--- config.mk ---
export PLATFORM = sky130hd
export DESIGN_NAME = fetch_sequencer
export DESIGN_NICKNAME = d
export VERILOG_FILES = /design/src/rtl/fetch_sequencer.sv
export SDC_FILE = /design/constraint.sdc
export NUM_CORES = 1
export LEC_CHECK = 0
export ABC_AREA = 0
export CAP_MARGIN = 20
export CORE_MARGIN = 2
export CORE_UTILIZATION = 39
export CTS_CLUSTER_SIZE = 12
export DETAILED_ROUTE_END_ITERATION = 8
export GPL_ROUTABILITY_DRIVEN = 0
export PLACE_DENSITY = 0.76
export SYNTH_ARGS = -nofsm -noshare
export SYNTH_HDL_FRONTEND = slang
export SYNTH_SLANG_ARGS = --single-unit
--- constraint.sdc ---
create_clock -name clk -period 1.6 [get_ports clk]
set_input_delay 0.24 -clock clk [delete_from_list [all_inputs] [get_ports clk]]
set_output_delay 0.24 -clock clk [all_outputs]
set_load 0.01 [all_outputs]
--- src/rtl/fetch_sequencer.sv ---
// fetch_sequencer: multicycle fetch controller owning the core's program counter.
// Issues imem requests at pc, latches the returned instruction, hands it to the
// execute stage, then advances or redirects pc. Also handles halt/resume and
// raises a fault when a fetch goes unacknowledged for TIMEOUT cycles.
module fetch_sequencer #(
  parameter int                ADDR_W   = 8,
  parameter logic [ADDR_W-1:0] RESET_PC = 8'h00,
  parameter int                PC_STEP  = 4,
  parameter int                TIMEOUT  = 16
) (
  input  logic              clk,
  input  logic              reset,
  input  logic              run,
  output logic              imem_req,
  output logic [ADDR_W-1:0] imem_addr,
  input  logic              imem_ack,
  input  logic [31:0]       imem_rdata,
  output logic              instr_valid,
  output logic [31:0]       instr,
  output logic [ADDR_W-1:0] instr_pc,
  input  logic              ex_done,
  input  logic              redirect,
  input  logic [ADDR_W-1:0] redirect_pc,
  input  logic              halt_req,
  output logic [ADDR_W-1:0] pc,
  output logic              halted,
  output logic              fault,
  output logic [15:0]       retire_count
);

  // Timeout counter only needs to reach TIMEOUT-1; keep at least one bit.
  localparam int TW = ($clog2(TIMEOUT) > 0) ? $clog2(TIMEOUT) : 1;
  localparam logic [TW-1:0] TCNT_LAST = TW'(TIMEOUT - 1);

  typedef enum logic [2:0] {
    ST_IDLE   = 3'd0,
    ST_FETCH  = 3'd1,
    ST_EXEC   = 3'd2,
    ST_HALTED = 3'd3,
    ST_FAULT  = 3'd4
  } state_t;

  state_t            state_q;
  logic [ADDR_W-1:0] pc_q;
  logic [ADDR_W-1:0] pc_d;
  logic [31:0]       instr_q;
  logic [ADDR_W-1:0] instr_pc_q;
  logic [15:0]       retire_q;
  logic [15:0]       retire_d;
  logic [TW-1:0]     tcnt_q;
  logic              halt_pending_q;

  // Next pc at retirement (word-aligned redirect or sequential step) and saturating retire count.
  always_comb begin
    pc_d     = pc_q;
    retire_d = retire_q;
    if (redirect) begin
      pc_d = {redirect_pc[ADDR_W-1:2], 2'b00};
    end else begin
      pc_d = pc_q + ADDR_W'(PC_STEP);
    end
    if (retire_q != 16'hFFFF) begin
      retire_d = retire_q + 16'd1;
    end else begin
      retire_d = retire_q;
    end
  end

  // Fetch/execute sequencing FSM with all architectural state.
  always_ff @(posedge clk) begin
    if (reset) begin
      state_q        <= ST_IDLE;
      pc_q           <= RESET_PC;
      instr_q        <= 32'h0000_0000;
      instr_pc_q     <= '0;
      retire_q       <= 16'h0000;
      tcnt_q         <= '0;
      halt_pending_q <= 1'b0;
    end else begin
      case (state_q)
        ST_IDLE: begin
          if (run) begin
            state_q <= ST_FETCH;
            tcnt_q  <= '0;
          end
        end
        ST_FETCH: begin
          if (halt_req) begin
            halt_pending_q <= 1'b1;
          end
          // An ack in the last allowed cycle still wins over the timeout.
          if (imem_ack) begin
            instr_q    <= imem_rdata;
            instr_pc_q <= pc_q;
            state_q    <= ST_EXEC;
          end else if (tcnt_q == TCNT_LAST) begin
            state_q <= ST_FAULT;
          end else begin
            tcnt_q <= tcnt_q + TW'(1);
          end
        end
        ST_EXEC: begin
          if (ex_done) begin
            pc_q     <= pc_d;
            retire_q <= retire_d;
            if (halt_pending_q || halt_req) begin
              state_q        <= ST_HALTED;
              halt_pending_q <= 1'b0;
            end else begin
              state_q <= ST_FETCH;
              tcnt_q  <= '0;
            end
          end else if (halt_req) begin
            halt_pending_q <= 1'b1;
          end
        end
        ST_HALTED: begin
          // Resume at the held pc; run takes priority over a concurrent halt_req.
          if (run) begin
            state_q <= ST_FETCH;
            tcnt_q  <= '0;
          end
        end
        ST_FAULT: begin
          state_q <= ST_FAULT;
        end
        default: begin
          state_q <= ST_IDLE;
        end
      endcase
    end
  end

  assign imem_req     = (state_q == ST_FETCH);
  assign instr_valid  = (state_q == ST_EXEC);
  assign halted       = (state_q == ST_HALTED);
  assign fault        = (state_q == ST_FAULT);
  assign imem_addr    = pc_q;
  assign pc           = pc_q;
  assign instr        = instr_q;
  assign instr_pc     = instr_pc_q;
  assign retire_count = retire_q;

endmodule

==> results by group <==
Critical path
  • CP arrival: 1910 ps
  • CP max stage delay: 380 ps
  • Crit start category: flip-flop
  • Buf/Inv on CP: 1
  • Path length in cells of the critical path: 6
  • Slowest cell on crit path: dfxtp_4
  • R2R depth: 6
  • WP data required: 1830 ps
  • Top delay family on crit path: simple AND/OR/NAND/NOR gates
  • Capturing element type of the critical path: flip-flop
  • Worst path cell trace: ha_4, nand4_1, nor4_4, buf_4, nor4b_4, mux2_2
  • CP Class: flip-flop to flip-flop
  • Crit-path max FO: 4

CTS
  • H-tree levels: 3
  • TritonCTS Buffers: 9
  • CTS max path bufs: 2
  • Hold_buf cts: 0
  • Clock transition at path regs: 70 ps
  • CTS tree: built
  • CTS root buf: clkbuf_8
  • Clock sink count: 68
  • Skew-Pair Late Insertion Delay: 340 ps

Logic synthesis
  • Sequential share of the synthesized area: 0.446
  • Largest cells by area after synthesis: dfxtp_1, nand2_1, a21oi_1
  • Mapped Cells: 380
  • Fraction of registers with async set/reset: 0
  • Synth cell count leaders: nand2_1, dfxtp_1, a21oi_1
  • Post-Syn Area: 3050 um^2
  • Post-synth top area cell: dfxtp_1
  • Mapped Avg Cell Area: 8.04 um^2
  • Top-area cell type share of the netlist area: 0.446
  • EDFF count, synth: 0
  • Syn. warnings: 0
  • Count leader, synth: nand2_1
  • Synth Register Bits: 68
  • Synth cell types: 49
  • Primary FF master, synth: dfxtp_1

GRT
  • Total Routing Usage GR: 0.202
  • Total congestion overflow: 0
  • Number of global-route vias before repair: 3025
  • Pin count of the biggest net entering global routing: 40
  • First-pass GRT wire length: 14.0 mm
  • Initial antenna violation count: 0

Layout
  • Filler Cell Count: 655
  • N_diodes: 0
  • Post-layout instance area: 4970 um^2
  • Area of the multi-input gates: 1640 um^2
  • Sequential cell area: 1410 um^2
  • Area growth, synth to finish: 62.6%
  • Layout Nets: 574
  • Layout cells sized above 1: 0.208

STA
  • Peak Freq: 0.594 GHz
  • Setup TNS: -206 ps
  • Setup repair after global routing missed its margin: yes
  • Slew Limit Fails: 0
  • Hold Fails Final Rpt: 0
  • Setup Skew: 9.08 ps
  • Final cycle utilization of the critical path: 1.05
  • Fin worst setup slack: -82.6 ps
  • Fin crit period: 1680 ps
  • # setup viols final: 5

Die
  • Die height: 92.5 um
  • Initial core utilization: 0.399
  • Ports: 123
  • Die X-Extent: 92.5 um
  • Core footprint: 7650 um^2
  • # rows: 32
  • Area of the die: 8560 um^2

Placement
  • DP Wirelength: 5.95 mm
  • Area post-placement: 4510 um^2
  • Port buffer count: 114
  • Worst slack, placed: -344 ps

Run status
  • Failing checks: negative setup slack
  • Status: complete, but fails checks

Power and ir drop
  • Pwr dens: 773 nW/um^2
  • Leakage: 0.00194 uW
  • Worst VDD drop: 0.000609 V

Detailed routing
  • Drt initial violations: 134
  • Final WL: 9.10 mm
  • 1st-pass router iterations: 4
  • Drt drc: 0
  • Via/cell ratio: 5.13
  • Routed vias: 3237
  • Wire per inst: 14.4 um
  • Final antenna-violating net count: 0

Hold path
  • Hold WC Path Type: input pin to flip-flop
  • Hold path depth: 2

Run
  • Number of max-cap violations: 0
-- cells in the final DEF (no fill, tap or decap), types with 7 or more instances in the layout --
master and n:
clkdlybuf4s50_1 98, nand2_1 95, a21oi_1 51, dfxtp_1 50, buf_4 42, dfxtp_4 10, nand3_1 9, o31ai_1 9
o21ai_0 9, clkbuf_8 9, dfxtp_2 8, dlymetal6s2s_1 7
-- report_power, final --
| part | total, uW | switching, uW | internal (uW) |
|---|---|---|---|
| clock network | 1540 | 660 | 878 |
| logic | 542 | 242 | 300 |
| registers | 1760 | 33.1 | 1730 |
-- sequential cells by signal, indices dropped and copies added (netlist names) --
name and flops:
instr_pc 6, tcnt_q 4, imem_addr 6, state_q 3, retire_count 16, instr 32, halt_pending_q 1
-- worst register-to-register path, stage by stage (launching register included) --
cell     delay, ps
dfxtp_4        380
ha_4           140
nand4_1        190
nor4_4         380
buf_4          180
nor4b_4         40
mux2_2         270
-- worst paths after layout --
| kind | start | end | slack (ps) |
|---|---|---|---|
| setup / recovery | retire_count[1]$_SDFFE_PP0P_ | retire_count[11]$_SDFFE_PP0P_ | -80 |
| hold / removal | reset | retire_count[12]$_SDFFE_PP0P_ | 280 |
| hold reg to reg | instr[18]$_SDFFE_PP0P_ | instr[18]$_SDFFE_PP0P_ | 450 |
| setup reg to reg | retire_count[1]$_SDFFE_PP0P_ | retire_count[11]$_SDFFE_PP0P_ | -80 |
-- layout make-up --
class | instances | share of cell area
clock buffer | 10 | 0.0257
clock inverter | 6 | 0.0179
inverter | 6 | 0.00453
multi-input combinational | 277 | 0.329
sequential | 68 | 0.284
tap | 102 | 0.0257
timing repair buffer | 162 | 0.313
-- kinds of logic after synthesis --
logic type | count (synthesis) | share of synthesized area
adders and majority gates | 3 | 0.0123
and+or+nand+nor | 162 | 0.260
muxes | 3 | 0.0102
AOI/OAI and AO/OA | 103 | 0.202
other | 1 | 0.00123
DFF | 68 | 0.446
buffers and inverters | 40 | 0.0684
-- stage by stage --
step | instances | power (uW) | hold slack [ps] | util
floorplan | 385 | 2030 | 376 | -
global placement | 607 | 2310 | 442 | 0.589
detailed placement | 607 | 2320 | 445 | 0.589
CTS | 625 | 3850 | 268 | 0.624
global route | 631 | 4020 | 284 | 0.650
finish | 631 | 3840 | 284 | 0.650
-- routing by layer --
layer,share of wire,wire [um],track usage
met1,0.43,3960,0.251
met2,0.50,4550,0.329
met3,0.048,441,0.0464
met4,0.016,150,0.0970
met5,0,0,0
-- timing repair --
| action | 4_1_cts | 5_1_grt |
|---|---|---|
| gates resized for setup | 29 | 43 |
| setup buffers | 1 | 6 |
| pin swaps | 3 | 11 |
| cloned | 1 | 1 |
| setup endpoints to repair | 27 | 74 |
(Power assumes the default switching activity.)
